**config.mk**
```make
export PLATFORM = sky130hd
export DESIGN_NAME = id_ex_pipe_reg
export DESIGN_NICKNAME = d
export VERILOG_FILES = /design/src/rtl/mips_pkg.sv /design/src/rtl/id_ex_pipe_reg_load_use_detect.sv /design/src/rtl/id_ex_pipe_reg.sv
export SDC_FILE = /design/constraint.sdc
export NUM_CORES = 1
export LEC_CHECK = 0
export BUFFER_PORTS_ARGS = -buffer_cell sky130_fd_sc_hd__buf_2
export CAP_MARGIN = 5
export CORE_AREA = 3 3 124 126
export DETAILED_ROUTE_END_ITERATION = 8
export DIE_AREA = 0 0 127 129
export GPL_ROUTABILITY_DRIVEN = 1
export HOLD_SLACK_MARGIN = 0.12
export MAX_ROUTING_LAYER = met4
export PLACE_DENSITY = 0.75
export REMOVE_ABC_BUFFERS = 1
export SYNTH_ARGS = -nofsm -noshare
export SYNTH_HDL_FRONTEND = slang
export SYNTH_HIERARCHICAL = 1
export SYNTH_SLANG_ARGS = --single-unit
```
**constraint.sdc**
```tcl
create_clock -name clk -period 3.06 [get_ports clk]
set_input_delay 0.459 -clock clk [delete_from_list [all_inputs] [get_ports clk]]
set_output_delay 0.459 -clock clk [all_outputs]
set_load 0.02 [all_outputs]
```
**src/rtl/mips_pkg.sv**
```systemverilog
// Shared definitions for the MIPS pipeline: control-word layout and well-known constants.
package mips_pkg;

    localparam int CTRL_W = 9;

    // Bit positions inside the 9-bit control word carried down the pipe
    localparam int CTRL_REGWRITE = 8;
    localparam int CTRL_MEMREAD  = 7;
    localparam int CTRL_MEMWRITE = 6;
    localparam int CTRL_MEMTOREG = 5;
    localparam int CTRL_ALUSRC   = 4;
    localparam int CTRL_REGDST   = 3;
    localparam int CTRL_ALUOP_HI = 2;
    localparam int CTRL_ALUOP_LO = 1;
    localparam int CTRL_BRANCH   = 0;

    localparam logic [CTRL_W-1:0] CTRL_BUBBLE = '0;
    localparam logic [4:0]        REG_ZERO    = 5'd0;

endpackage

```
**src/rtl/id_ex_pipe_reg_load_use_detect.sv**
```systemverilog
// Combinational load-use hazard detection against the instruction currently in EX.
module load_use_detect
    import mips_pkg::*;
#(
    parameter int REG_W = 5
) (
    input  logic             ex_valid,
    input  logic             ex_mem_read,
    input  logic [REG_W-1:0] ex_rt,
    input  logic             id_valid,
    input  logic [REG_W-1:0] id_rs,
    input  logic [REG_W-1:0] id_rt,
    input  logic             ex_hold,
    output logic             luh,
    output logic             stall
);

    // A load targeting $zero never produces a value worth waiting for
    always_comb begin
        luh   = ex_valid && ex_mem_read && (ex_rt != REG_W'(REG_ZERO)) && id_valid &&
                ((ex_rt == id_rs) || (ex_rt == id_rt));
        stall = luh || ex_hold;
    end

endmodule

```
**src/rtl/id_ex_pipe_reg.sv**
```systemverilog
// ID/EX pipeline register with load-use bubble insertion, flush, EX hold and a
// saturating stall-cycle counter for debug.
module id_ex_pipe_reg
    import mips_pkg::*;
#(
    parameter int DATA_W = 32,
    parameter int REG_W  = 5,
    parameter int CNT_W  = 16
) (
    input  logic              clk,
    input  logic              reset,
    input  logic              id_valid,
    input  logic [REG_W-1:0]  id_rs,
    input  logic [REG_W-1:0]  id_rt,
    input  logic [REG_W-1:0]  id_rd,
    input  logic [DATA_W-1:0] id_rdata1,
    input  logic [DATA_W-1:0] id_rdata2,
    input  logic [DATA_W-1:0] id_imm,
    input  logic [DATA_W-1:0] id_pc4,
    input  logic [CTRL_W-1:0] id_ctrl,
    input  logic              flush,
    input  logic              ex_hold,
    output logic              stall,
    output logic              ex_valid,
    output logic [REG_W-1:0]  ex_rs,
    output logic [REG_W-1:0]  ex_rt,
    output logic [REG_W-1:0]  ex_rd,
    output logic [DATA_W-1:0] ex_rdata1,
    output logic [DATA_W-1:0] ex_rdata2,
    output logic [DATA_W-1:0] ex_imm,
    output logic [DATA_W-1:0] ex_pc4,
    output logic [CTRL_W-1:0] ex_ctrl,
    output logic [CNT_W-1:0]  stall_cnt
);

    logic luh;

    load_use_detect #(.REG_W(REG_W)) u_load_use_detect (
        .ex_valid    (ex_valid),
        .ex_mem_read (ex_ctrl[CTRL_MEMREAD]),
        .ex_rt       (ex_rt),
        .id_valid    (id_valid),
        .id_rs       (id_rs),
        .id_rt       (id_rt),
        .ex_hold     (ex_hold),
        .luh         (luh),
        .stall       (stall)
    );

    // Hold beats flush so a redirect raised during a multi-cycle op is re-presented later
    always_ff @(posedge clk) begin
        if (reset) begin
            ex_valid  <= 1'b0;
            ex_rs     <= '0;
            ex_rt     <= '0;
            ex_rd     <= '0;
            ex_rdata1 <= '0;
            ex_rdata2 <= '0;
            ex_imm    <= '0;
            ex_pc4    <= '0;
            ex_ctrl   <= CTRL_BUBBLE;
        end else if (!ex_hold) begin
            if (flush || luh) begin
                ex_valid  <= 1'b0;
                ex_rs     <= '0;
                ex_rt     <= '0;
                ex_rd     <= '0;
                ex_rdata1 <= '0;
                ex_rdata2 <= '0;
                ex_imm    <= '0;
                ex_pc4    <= '0;
                ex_ctrl   <= CTRL_BUBBLE;
            end else begin
                ex_valid  <= id_valid;
                ex_rs     <= id_rs;
                ex_rt     <= id_rt;
                ex_rd     <= id_rd;
                ex_rdata1 <= id_rdata1;
                ex_rdata2 <= id_rdata2;
                ex_imm    <= id_imm;
                ex_pc4    <= id_pc4;
                ex_ctrl   <= id_valid ? id_ctrl : CTRL_BUBBLE;
            end
        end
    end

    // Counts hazard bubbles even when a simultaneous flush is what actually squashes
    always_ff @(posedge clk) begin
        if (reset) begin
            stall_cnt <= '0;
        end else if (luh && !ex_hold && (stall_cnt != {CNT_W{1'b1}})) begin
            stall_cnt <= stall_cnt + CNT_W'(1);
        end
    end

endmodule

```
==> impl_metrics.toml, run 1 <==
[sta]
period_minus_slack_ns = 2.70
rsz0062_at_grt = "no"
worst_pin_slew_ns = 0.993
fmax_mhz = 370
slew_viol_final = 0
fin_worst_skew_ns = 0.00963
setup_ws_ns = 0.359
finalSetupViolCount = 0
maxSlewHeadroom_pct = 33.8
fin_crit_sh_pct = 88.3
hold_viol = 0

[worst_setup_path]
cp.required_ns = 3.36
path_max_fanout = 8
start_kind = "register"
arrival_ns = 3.00
r2r_cells = 8
criticalPathCategory = "reg -> reg"
slowest_stage = "or4_1"
rr_startpoint = "ex_rt[2]$_SDFFE_PP0N_"
cp-end-kind = "register"
cp_top_family = "simple AND/OR/NAND/NOR gates"
cpPeakStageDelay_ns = 0.65
r2r_slack_ns = 0.36
path_buf_inv = 0
crit_cells = 8
path_cells = "xor2_1 > nor3_1 > a22oi_1 > nor2_1 > nand2b_4 > or4_1 > nor4b_1 > mux2_1"
r2r_end = "stall_cnt[13]$_SDFFE_PP0P_"

[grt]
grtUsageTotal_pct = 20.2
grt_pass1_wl_um = 26300
grt_remaining_overflow = 0
grt_antenna_before_repair = 0
grt_pass1_vias = 5204
grt_max_degree = 94

[cells_and_area]
multi_input_area_sq_mm = 0.00235
n_antenna_cell = 0
drive_gt1_share_pct = 39.7
ff_latch_area_sq_mm = 0.00338
nNetsFinal = 1085
fin_cells = 1124
synthToLayoutAreaGrowth_pct = 39.3
num-fill-cells = 1315

[clock_tree]
clk_latency_ns = 0.42
cts_tree = "yes"
post_cts_buffers = 0
cts_buffers = 17
cts_buffer_depth = 2
root_buffer = "clkbuf_16"
clock_sinks = 169
cts_resized = 0
h-tree-depth = 4
path_clk_slew_ns = 0.07
postCtsHoldBufs = 0

[synthesis]
yosys_warnings = 6
synth.largest_area_cell = "dfxtp_1"
netlist_instances = 627
synth_edf_count = 0
async_reset_ff_share_pct = 0
ys_seq_area_share_pct = 56.9
synthTopCellsByArea = "dfxtp_1 (57%), a22oi_1 (19%), nor2_1 (10%)"
syn_area_sq_mm = 0.00595
avgSynthCellArea_sq_um = 9.49
ys.flop_type = "dfxtp_1"
synth_cell_types = 33
ys_seq_elements = 169
yosysTopAreaCellShare_pct = 56.9

[place]
post-dp-hpwl_um = 12200
place_ws_ns = 0.145
dp_cells = 1092
io_buffers = 326
routabilityCongestion = 0.861

[floorplanning]
rows = 44
die_area_sq_mm = 0.0164
die_x_um = 127
start_util_pct = 41.2
io_pins = 327
die_h_um = 129
fp.coreArea_sq_mm = 0.0144

[power_and_ir_drop]
leakage_uw = 0.00396
vdd_drop_max_v = 0.000411
powerDensity_mw_per_mm2 = 591

[routing]
drtIter0Drc = 360
routed_wirelength_um = 17200
via_count = 5808
viasPerCell = 5.17
drtPass1Iterations = 5
drc = 0
ant_nets = 0
wl_per_cell_um = 15.3

[hold_path]
hp-class = "in -> reg"
min_to = "ex_pc4[21]$_SDFFE_PP0N_"
hp-start = "id_pc4[21]"
holdPathStages = 3

[status]
status = "finished clean"

[flow_run]
drv_cap = 0
area by class of cell:
cell class,instances,area share [%]
inverter,2,0.0906
clock buffer,19,5.46
timing repair buffer,335,21.0
clock inverter,13,1.42
multi-input combinational,402,28.4
sequential,169,40.8
tap,184,2.78
how the worst max path moves through the flow:
stage / to / slack (ns) / start
finish: stall_cnt[13]$_SDFFE_PP0P_ / 0.36 / ex_rt[2]$_SDFFE_PP0N_
detailed placement: stall_cnt[13]$_SDFFE_PP0P_ / 0.14 / id_rs[0]
global placement: stall_cnt[13]$_SDFFE_PP0P_ / 0.14 / id_rs[0]
floorplan: ex_ctrl[0]$_SDFFE_PP0N_ / -6.42 / ex_rt[3]$_SDFFE_PP0N_
CTS: stall_cnt[13]$_SDFFE_PP0P_ / 0.33 / ex_rt[2]$_SDFFE_PP0N_
global route: stall_cnt[13]$_SDFFE_PP0P_ / 0.14 / ex_rt[2]$_SDFFE_PP0N_
sequential cells by signal, summed over array words and instances, names as in the netlist:
register   cells
ex_rs          5
ex_imm        32
ex_ctrl        9
ex_pc4        32
ex_rdata2     32
ex_rdata1     32
ex_valid       1
ex_rd          5
stall_cnt     16
ex_rt          5
metrics by stage:
step                util, %  hold slack [ns]  total power [uW]  setup TNS, ns  instance area, sq um
floorplan                 -            0.528              2600        -925.94                  5740
global placement       53.5            0.485              2870              0                  7720
detailed placement     53.5            0.491              2870              0                  7720
CTS                    57.5            0.255              4940              0                  8290
global route           57.5            0.250              5090              0                  8290
finish                 57.5            0.265              4890              0                  8290
power by group:
part           switching [uW]  internal (uW)
registers                39.6           2270
clock network             899           1170
logic                     306            204
cells in the mapped netlist (all sizes together), types with 4 or more instances:
cell    number
or4          6
dfxtp      169
nand4        5
a22oi      153
clkbuf      47
nor2       163
a21oi       10
buf          7
xor2        11
o21ai        7
nand2        4
nor3         8
or3          7
o31ai        4
layer usage:
layer / part of all wire (%) / GRT usage (%) / vias to the layer above
li1: - / - / 2849
met1: 41 / 25.0 / 2732
met2: 51 / 31.9 / 210
met3: 6.6 / 5.52 / 17
met4: 1.4 / 7.19 / 0
met5: 0 / - / -
cell usage in the layout (no fill, tap or decap), types with 5 or more instances in the layout:
cell type	instances
or3_1	7
dfxtp_1	169
buf_4	8
a22oi_1	153
nand4_1	5
buf_2	324
clkbuf_16	17
nor3_1	7
xor2_1	11
o21ai_0	7
nor2_1	163
or4_1	6
a21oi_1	10
cells by family (layout without fill, tap and decap cells):
family | count (synthesis) | after routing | synth area share [%]
AO/OA/AOI/OAI | 178 | 178 | 22.0
flip-flops | 169 | 169 | 56.9
adder cells (fa/ha/maj) | 1 | 1 | 0.210
multiplexers | 4 | 4 | 0.715
AND/OR/NAND/NOR | 208 | 208 | 15.0
XOR/XNOR | 11 | 11 | 1.62
buffers and inverters | 56 | 369 | 3.64
worst min-delay path, stage by stage:
cell,delay [ns]
buf_2,0.07
a22oi_1,0.05
nor2_1,0.07
Power figures use the tool's default switching activity.
==> inputs of run 2 (changes only) <==
ABC_AREA = 1   (was default)
CORE_AREA = default   (was 3 3 124 126)
CORE_MARGIN = 3   (was default)
CORE_UTILIZATION = 46   (was default)
DIE_AREA = default   (was 0 0 127 129)
PLACE_DENSITY = 0.8   (was 0.75)
==> run 2 against run 1 <==
Fmax is 19% higher. Via count grew 18%. Largest power group unchanged. Sequential cell count did not move. Critical endpoint is now ex_rdata2[12]$_SDFFE_PP0N_. Sequential power rose by 3%. Largest cell class unchanged.
==> impl_metrics.toml, run 2 <==
[power_and_ir_drop]
powerDensity_mw_per_mm2 = 588
p_total_uw = 5250
leakage_uw = 0.00439
vdd_drop_max_v = 0.000350

[synthesis]
avgSynthCellArea_sq_um = 7.40
synth_xor_xnor_area_share_pct = 1.06
synth_cell_types = 26
netlist_instances = 895
synthTopCellsByCount = "nand2_1 (257), dfxtp_1 (169), a21oi_1 (153)"
synthTopCellsByArea = "dfxtp_1 (51%), nand2_1 (15%), a21oi_1 (12%)"
synthMuxAreaShare_pct = 0
synth_compound_area_share_pct = 21.3
synth.largest_area_cell = "dfxtp_1"
synthSimpleGateAreaFrac_pct = 20.3
async_reset_ff_share_pct = 0
syn_area_sq_mm = 0.00662
synth_edf_count = 0
synthAdderAreaFrac_pct = 0.189
ys_seq_elements = 169
yosys_warnings = 6
ys_seq_area_share_pct = 51.1
yosysMostFrequentCell = "nand2_1"
yosysTopAreaCellShare_pct = 51.1
ys.flop_type = "dfxtp_1"
synth_top_family_by_area = "compound AO/OA/AOI/OAI gates"

[grt]
grt_antenna_before_repair = 2
grt_pass1_wl_um = 31700
grtUsageTotal_pct = 25.2
grt_remaining_overflow = 0
grt_pass1_vias = 6414
grt_max_degree = 171

[sta]
finalSetupViolCount = 0
period_minus_slack_ns = 2.26
totalNegativeSetupSlack_ns = 0
setup_ws_ns = 0.795
slew_viol_final = 0
fin_worst_skew_ns = 0.0118
fmax_mhz = 442
maxSlewHeadroom_pct = 57.3
worst_pin_slew_ns = 0.641
rsz0062_at_grt = "no"
hold_viol = 0
fin_crit_sh_pct = 74.0

[routing]
via_count = 6839
drtPass1Iterations = 5
ant_nets = 0
drc = 0
drtIter0Drc = 489
routed_wirelength_um = 20400
viasPerCell = 4.96
wl_per_cell_um = 14.8

[clock_tree]
cts_buffers = 17
path_clk_slew_ns = 0.07
post_cts_buffers = 0
cts_buffer_depth = 2
clk_latency_ns = 0.43
clock_sinks = 169
h-tree-depth = 4
root_buffer = "clkbuf_16"
postCtsHoldBufs = 0
cts_tree = "yes"
cts_resized = 0

[worst_setup_path]
slowest_stage = "dfxtp_1"
cp-end-kind = "register"
cp.required_ns = 3.35
start_kind = "register"
critical_path.most_common_cell = "nand2_1"
cpPeakStageDelay_ns = 0.45
arrival_ns = 2.56
path_max_fanout = 43
criticalPathCategory = "reg -> reg"
path_cells = "inv_1 > nand2_1 > nand2_1 > nor2_1 > nand3_1 > nand2_1 > nand2_1 > inv_1 > or2_2 > clkinv_2 > buf_12 > nand2_1 > a21oi_1"

[floorplanning]
die_x_um = 126
fp.coreArea_sq_mm = 0.0140
io_pins = 327
die_area_sq_mm = 0.0159
die_h_um = 126
rows = 43
start_util_pct = 47.3

[cells_and_area]
final_cell_mix = "buf_2 (326), nand2_1 (257), dfxtp_1 (169), a21oi_1 (153), o21ai_0 (118)"
ff_latch_area_sq_mm = 0.00338
synthToLayoutAreaGrowth_pct = 34.8
nNetsFinal = 1341
final_core_util_pct = 63.8
multi_input_area_sq_mm = 0.00284
final_common_cell = "buf_2"
drive_gt1_share_pct = 31.7
num-fill-cells = 1267

[status]
status = "finished clean"

[flow_run]
drv_cap = 0

[place]
io_buffers = 326
post-dp-hpwl_um = 14300
routabilityCongestion = 0.852
place_ws_ns = 0.664

[hold_path]
hp-class = "in -> reg"
==> run 2: final cells by class <==
cell class | instances | area share [%]
inverter | 35 | 1.54
clock inverter | 12 | 1.82
tap | 180 | 2.52
antenna | 2 | 0.0561
timing repair buffer | 334 | 19.4
multi-input combinational | 626 | 31.8
clock buffer | 20 | 5.00
sequential | 169 | 37.9
==> run 2: cells by family (layout without fill, tap and decap cells) <==
logic type	count (synthesis)	in the layout
simple gates	340	340
compound gates	277	277
fa+ha+maj	1	1
buf+inv	100	401
xor+xnor	8	8
flops	169	169
other cells	0	2
==> run 2: stage by stage <==
stage | instances | hold slack [ns] | cell area (sq um)
finish | 1378 | 0.273 | 8920
CTS | 1376 | 0.259 | 8920
floorplan | 830 | 0.527 | 6350
detailed placement | 1344 | 0.448 | 8310
global route | 1378 | 0.269 | 8920
global placement | 1344 | 0.441 | 8310
==> run 2: worst max-delay path: cells and delay by family, from the launching register on <==
kind | cells | cell delay [ns]
DFF | 1 | 0.45
buffers and inverters | 4 | 0.95
AOI/OAI and AO/OA | 1 | 0.06
and+or+nand+nor | 8 | 0.66
==> run 2: power breakdown <==
part,total (uW),switching (uW),internal [uW]
registers,2370,58.1,2310
clock network,2220,902,1320
logic,658,421,238
total,5250,1380,3870
==> run 2: path summary, 6_finish.rpt <==
check,start,to,slack [ns],cells past startpoint
setup / recovery,ex_rt[1]$_SDFFE_PP0N_,ex_rdata2[12]$_SDFFE_PP0N_,0.80,13
setup reg to reg,ex_rt[1]$_SDFFE_PP0N_,ex_rdata2[12]$_SDFFE_PP0N_,0.80,13
hold reg to reg,ex_rdata1[21]$_SDFFE_PP0N_,ex_rdata1[21]$_SDFFE_PP0N_,0.46,2
hold / removal,id_pc4[14],ex_pc4[14]$_SDFFE_PP0N_,0.27,3
==> run 2: layer usage <==
layer | GRT usage, % | up-vias | routed length, um
met5 | - | - | 0
met4 | 7.32 | 0 | 300
met3 | 7.12 | 23 | 1550
met2 | 41.9 | 230 | 10100
met1 | 29.8 | 3080 | 8420
li1 | - | 3506 | -
